[src/rtl/diaosi_types_pkg.sv]
// Shared types for the two-core bus/coherence controller.
package diaosi_types_pkg;
   localparam int CPUS = 2;

   typedef enum logic [2:0] {IDLE, WB, SNOOP, SNWB, RD, INV, IFETCH} ccstate_t;
   typedef enum logic {K_RD, K_UPG} reqkind_t;
endpackage

[src/rtl/coherence_ctrl_rr_arbiter.sv]
// Two-level, two-core arbiter: any high-level request beats any low-level
// request; within the winning level the core that did not win last time
// is preferred.
module rr_arbiter (
   input  logic [1:0] req_hi,
   input  logic [1:0] req_lo,
   input  logic       last_grant,
   output logic       grant,
   output logic       valid,
   output logic       grant_hi
);
   logic [1:0] vec;

   // pick the level, then break the core tie against the last winner
   always_comb begin
      valid    = (|req_hi) | (|req_lo);
      grant_hi = |req_hi;
      vec      = grant_hi ? req_hi : req_lo;
      grant    = vec[~last_grant] ? ~last_grant : last_grant;
   end
endmodule

[src/rtl/coherence_ctrl.sv]
// Bus + snoopy coherence controller for two cores sharing one word RAM.
// Exactly one RAM transaction is in flight; outputs are decoded from the
// state, with ramwait/ramload passed straight through to the served cache.
module coherence_ctrl
   import diaosi_types_pkg::*;
(
   input  logic                      CLK,
   input  logic                      nRST,
   input  logic [CPUS-1:0]           iREN,
   input  logic [CPUS-1:0][31:0]     iaddr,
   output logic [CPUS-1:0]           iwait,
   output logic [CPUS-1:0][31:0]     iload,
   input  logic [CPUS-1:0]           dREN,
   input  logic [CPUS-1:0]           dWEN,
   input  logic [CPUS-1:0][31:0]     daddr,
   input  logic [CPUS-1:0][31:0]     dstore,
   output logic [CPUS-1:0]           dwait,
   output logic [CPUS-1:0][31:0]     dload,
   input  logic [CPUS-1:0]           cctrans,
   input  logic [CPUS-1:0]           ccwrite,
   output logic [CPUS-1:0]           ccwait,
   output logic [CPUS-1:0]           ccinv,
   output logic [CPUS-1:0][31:0]     ccsnoopaddr,
   output logic                      ramREN,
   output logic                      ramWEN,
   output logic [31:0]               ramaddr,
   output logic [31:0]               ramstore,
   input  logic [31:0]               ramload,
   input  logic                      ramwait
);
   ccstate_t    state;
   reqkind_t    kind;
   logic        core;        // requester / served core
   logic        p;           // its peer
   logic        last_grant;
   logic        peer_upg;
   logic        wb_seen;     // peer has written at least one word in SNWB
   logic [31:0] snp_addr;

   logic [CPUS-1:0] wb_req, rd_req, upg_req, arb_hi_req;
   logic            arb_gnt, arb_vld, arb_is_hi;
   logic            snp_ack, snp_abort;
   ccstate_t        done_st;

   genvar c;
   generate
      for (c = 0; c < CPUS; c++) begin : g_req
         assign wb_req[c]  = dWEN[c] & ~cctrans[c];
         assign rd_req[c]  = cctrans[c] & dREN[c];
         assign upg_req[c] = cctrans[c] & ccwrite[c] & ~dREN[c] & ~dWEN[c];
      end
   endgenerate

   // writebacks outrank coherence requests, icache fetches sit below both
   assign arb_hi_req = (|wb_req) ? wb_req : (rd_req | upg_req);

   rr_arbiter u_arb (
      .req_hi     (arb_hi_req),
      .req_lo     (iREN),
      .last_grant (last_grant),
      .grant      (arb_gnt),
      .valid      (arb_vld),
      .grant_hi   (arb_is_hi)
   );

   assign p         = ~core;
   assign snp_ack   = cctrans[p] & ~dREN[p] & ~dWEN[p];
   assign snp_abort = dWEN[p] & ~cctrans[p];
   assign done_st   = (kind == K_RD) ? RD : INV;

   // transaction sequencing and latched request context
   always_ff @(posedge CLK, negedge nRST) begin
      if (!nRST) begin
         state      <= IDLE;
         kind       <= K_RD;
         core       <= 1'b0;
         last_grant <= 1'b0;
         peer_upg   <= 1'b0;
         wb_seen    <= 1'b0;
         snp_addr   <= '0;
      end else begin
         case (state)
            IDLE: if (arb_vld) begin
               last_grant <= arb_gnt;
               core       <= arb_gnt;
               wb_seen    <= 1'b0;
               if (!arb_is_hi)      state <= IFETCH;
               else if (|wb_req)    state <= WB;
               else begin
                  state    <= SNOOP;
                  kind     <= rd_req[arb_gnt] ? K_RD : K_UPG;
                  snp_addr <= daddr[arb_gnt];
                  peer_upg <= upg_req[~arb_gnt];
               end
            end
            WB:     if (!dWEN[core]) state <= IDLE;
            SNOOP: begin
               // a peer that is itself upgrading has no dirty data to flush
               if (snp_ack)        state <= (ccwrite[p] & ~peer_upg) ? SNWB : done_st;
               else if (snp_abort) state <= IDLE;
            end
            SNWB: begin
               if (dWEN[p] && !ramwait) wb_seen <= 1'b1;
               if (!dWEN[p] && wb_seen) state <= done_st;
            end
            RD:     if (!dREN[core]) state <= IDLE;
            INV:    state <= IDLE;
            IFETCH: if (!ramwait) state <= IDLE;
            default: state <= IDLE;
         endcase
      end
   end

   // output decode: everyone waits except the cache being served
   always_comb begin
      iwait       = '1;
      iload       = '0;
      dwait       = '1;
      dload       = '0;
      ccwait      = '0;
      ccinv       = '0;
      ccsnoopaddr = '0;
      ramREN      = 1'b0;
      ramWEN      = 1'b0;
      ramaddr     = '0;
      ramstore    = '0;
      case (state)
         WB: begin
            ramWEN      = dWEN[core];
            ramaddr     = daddr[core];
            ramstore    = dstore[core];
            dwait[core] = ramwait;
         end
         SNOOP: begin
            ccwait[p]      = 1'b1;
            ccsnoopaddr[p] = snp_addr;
            ccinv[p]       = (kind == K_UPG);
         end
         SNWB: begin
            ramWEN   = dWEN[p];
            ramaddr  = daddr[p];
            ramstore = dstore[p];
            dwait[p] = ramwait;
         end
         RD: begin
            ccinv[core] = 1'b1;
            ramREN      = dREN[core];
            ramaddr     = daddr[core];
            dwait[core] = ramwait;
            dload[core] = ramload;
         end
         INV: ccinv[core] = 1'b1;
         IFETCH: begin
            ramREN      = 1'b1;
            ramaddr     = iaddr[core];
            iwait[core] = ramwait;
            iload[core] = ramload;
         end
         default: ;
      endcase
   end
endmodule

[config.mk]
export PLATFORM = sky130hd
export DESIGN_NAME = coherence_ctrl
export DESIGN_NICKNAME = d
export VERILOG_FILES = /design/src/rtl/diaosi_types_pkg.sv /design/src/rtl/coherence_ctrl_rr_arbiter.sv /design/src/rtl/coherence_ctrl.sv
export SDC_FILE = /design/constraint.sdc
export NUM_CORES = 1
export LEC_CHECK = 0
export CAP_MARGIN = 20
export CORE_AREA = 2 2 197 199
export DETAILED_ROUTE_END_ITERATION = 16
export DIE_AREA = 0 0 199 201
export PLACE_DENSITY = 0.4
export SLEW_MARGIN = 20
export SYNTH_ARGS = -nofsm -noshare
export SYNTH_HDL_FRONTEND = slang
export SYNTH_SLANG_ARGS = --single-unit
[constraint.sdc]
create_clock -name CLK -period 5.8 [get_ports CLK]
set_clock_uncertainty 0.2 [all_clocks]
set_input_delay 0.87 -clock CLK [delete_from_list [all_inputs] [get_ports CLK]]
set_output_delay 0.87 -clock CLK [all_outputs]
set_load 0.1 [all_outputs]
==> results by stage <==
Timing:
- The final critical delay including setup and external delays is 4.75 ns.
- The peak clock frequency supported by timing is 211 MHz.
- The final hold violation count is 0.
- After layout, the worst path uses 81.8% of the clock period.
- Setup total negative slack on the finished layout was measured at 0 ns.
- Setup violations remaining at the end of the flow were counted as 0.
- The transition time at the pin with the least slew margin is 1.16 ns.
- Setup slack closes at 1.05 ns.
- The max-slew violation count was 0.
- The normalized max-slew margin is 22.6%.
- Setup repair after global routing left no endpoint under its margin.

Yosys:
- After synthesis the netlist holds a flip-flop and latch count of 39.
- Each instance of the synthesized netlist takes up on average 6.97 um^2.
- The leading area contributor after synthesis is dfrtp_1.
- During synthesis, Yosys emitted a total of 0 warnings.
- By area the synthesized netlist is led by dfrtp_1, and3_1, a221oi_1.
- For this run, asynchronously set or reset flops after synthesis account for 100%.
- When the netlist entered floorplanning its net count stood at 1031.
- The fraction of the yosys area taken by sequential cells is 17.7%.
- In the synthesized netlist the dominant register cell turns out to be dfrtp_1.
- Counting distinct cell types in the post-synthesis netlist gives 49.
- The synthesized design devotes to its leading area cell type 17.7% of total area.
- The number of synthesized flops with an enable pin is 0.
- After synthesis the cells add up to 5520 um^2.
- The cell count after synthesis is 792.

Worst setup path:
- The buffers plus inverters on the worst setup path is 2.
- The worst setup path is captured at a primary output.
- The cell family with the largest share of critical-path delay is buffers and inverters.
- Walking the worst path, the cells encountered are and2b_1 > and2_2 > buf_4 > and3_1 > clkdlybuf4s50_1.
- For this design, the slowest cell found on the critical path is clkdlybuf4s50_1.
- Along the worst path, the maximum fanout reaches 46.
- The type of the setup path with the least slack is flop to primary output.
- The worst path required time is 4.73 ns.
- Data on the critical path arrives at its endpoint at 3.68 ns.
- The critical path launch point type is a flop.
- The maximum cell stage delay along the critical path is 1.14 ns.

Cells and area:
- The signed area change from the synthesized netlist to the final layout is 97.6%.
- The utilization of the core after routing is 28.6%.
- Leaving out fill and tap cells, the most frequent cell in the layout is clkdlybuf4s50_1.
- The finished layout holds 1745 standard cells, fillers aside.
- The post-route netlist has 13.5% of its cells at a drive strength greater than 1.
- The library cells used most frequently in the layout, excluding fill and tap cells, are clkdlybuf4s50_1, nand2_1, and3_1, buf_4, and2_1.
- The net count reported at finish is 1464.

Job:
- The number of max-cap violations is 0.

Global route:
- For this run, the total global-route usage over all layers was measured as 17.7%.
- The global-route wire length before repair is 53.9 mm.
- The total congestion overflow after global routing is 0.
- The initial antenna violation count is 2.
- The maximum number of pins on one net before global-route repair is 91.
- The number of global-route vias before repair is 7859.

Floorplan:
- The height of the die is 201 um.
- The die is 199 um wide.
- The total core area is 38100 um^2.
- The initial core utilization is 14.5%.
- The initialized floorplan defines 72 standard-cell rows.
- The area of the die is 40000 um^2.
- The top-level I/O count is 503.

Clock tree:
- The clock latency reported for the late side of the worst-skew pair is 0.29 ns.
- The root buffer cell is clkbuf_16.
- In this run, post-CTS repair resized a total of 0 instances.
- TritonCTS built the clock tree.
- Counting every sink on the clock net gives 39.
- The number of setup buffers added after CTS is 0.
- CTS built an H-tree with a depth of 2.
- After clock tree synthesis, the clock-pin slew on the worst setup and hold paths is 0.06 ns.
- Clock tree synthesis inserted a total of 5 buffers.
- In this run, post-CTS hold repair placed 0 buffers.
- The maximum clock insertion buffer count is 2.

Detailed routing:
- Across all layers, the routed design uses 7954 vias.
- The post-detailed-route wirelength per cell is 21.3 um.
- The final layout contains routed wiring with a total length of 37.2 mm.
- The first detailed-routing pass ran for 5 iterations.
- In this run the remaining antenna-violating nets after routing total 0.
- In the routed layout, each cell is associated on average with a via count of 4.56.
- In this run, the number of DRC markers left after iteration 0 of detailed routing was 467.
- After detailed routing, the number of remaining DRC violations is 0.

Place:
- The worst setup timing slack at the placement stage is 1.36 ns.
- The wire-length estimate of the detail-placed layout is 27.8 mm.
- Counting tap cells, the placed design contains a total of 1736 instances.
- The number of buffers added on ports is 502.
- At the end of routability-driven placement, the weighted congestion stood at 0.804.

Pwr:
- For this design the static power due to leakage is 4.64 nW.
- The peak supply drop is 0.312 mV.
- The power per cell area is 494 nW/um^2.

Outcome:
- The flow ran to the end, and the final reports show no timing, DRC or antenna violations.

Min path:
- In this run the worst hold path is classified as flop to flop.
## synth_stat cells, types with 4 or more instances
cell and count:
nor2b_1 7, mux2i_1 5, nand2_1 139, nand2b_1 5, buf_6 4, dfrtp_1 39, a2bb2oi_1 33, nand3_1 8
a221oi_1 62, clkbuf_1 73, a21oi_1 41, o2111ai_1 33, nor3_1 4, buf_2 19, and3_1 130, and2_1 67
o211ai_2 11, o211ai_1 25, nor2_1 38, o21ai_0 6
## power by group
part	switching [mW]	internal, mW
registers	0.155	0.396
clock network	0.128	0.215
logic	3.32	1.17
## logic make-up (layout without fill, tap and decap cells)
family,Yosys count,in the layout,share of synthesized area [%]
other,0,1,0
muxes,8,8,1.52
DFF,39,39,17.7
adders and majority gates,2,2,0.453
xor gates and xnor gates,2,2,0.317
buffers and inverters,103,537,8.11
AOI/OAI and AO/OA,232,232,34.1
and+or+nand+nor,406,406,37.8
## final timing paths
path                               from         endpoint  slack, ns  cells past startpoint
max reg2reg                    state[1]     snp_addr[26]       2.59                      6
min in group asynchronous          nRST     snp_addr[16]       0.45                      2
max in group asynchronous          nRST       last_grant       4.46                      2
min                        snp_addr[29]     snp_addr[29]       0.30                      2
max                            state[1]  ccsnoopaddr[21]       1.05                      5
min reg2reg                snp_addr[29]     snp_addr[29]       0.30                      2
## layer usage
| metal | part of all wire, % | wire (um) | global-route usage (%) |
|---|---|---|---|
| met5 | 0 | 0 | 0 |
| met4 | 1.3 | 488 | 3.12 |
| met3 | 5.9 | 2190 | 3.39 |
| met2 | 51 | 19000 | 31.7 |
| met1 | 42 | 15500 | 22.0 |
## sequential cells by signal (all words and copies together) (netlist names)
name,flops
last_grant,1
wb_seen,1
state,3
peer_upg,1
kind,1
snp_addr,32
## stage by stage
stage,instance area [um^2],power [mW],hold WS (ns)
after floorplan,5520,3.82,0.264
after global placement,10700,5.11,0.287
after detailed placement,10700,5.09,0.291
after CTS,10900,5.45,0.305
after global routing,10900,5.68,0.320
final,10900,5.38,0.303
## worst reg2reg max path, stage by stage, from the launching register on
cell and delay, ns:
dfrtp_1 0.63, nor3_1 0.47, nand3_1 0.30, a21oi_4 0.87, buf_4 0.39, o2111ai_1 0.15, o211ai_1 0.13
## cell type report
type | instances | area, um^2
repair buffers | 525 | 4940
fillers | 4170 | 27200
flip-flops and latches | 39 | 980
clock inverters | 2 | 35.0
multi-input cells | 650 | 4150
inverters | 4 | 16.3
diodes | 1 | 2.50
well taps | 518 | 648
clock buffers | 6 | 139
Power figures use the tool's default switching activity.
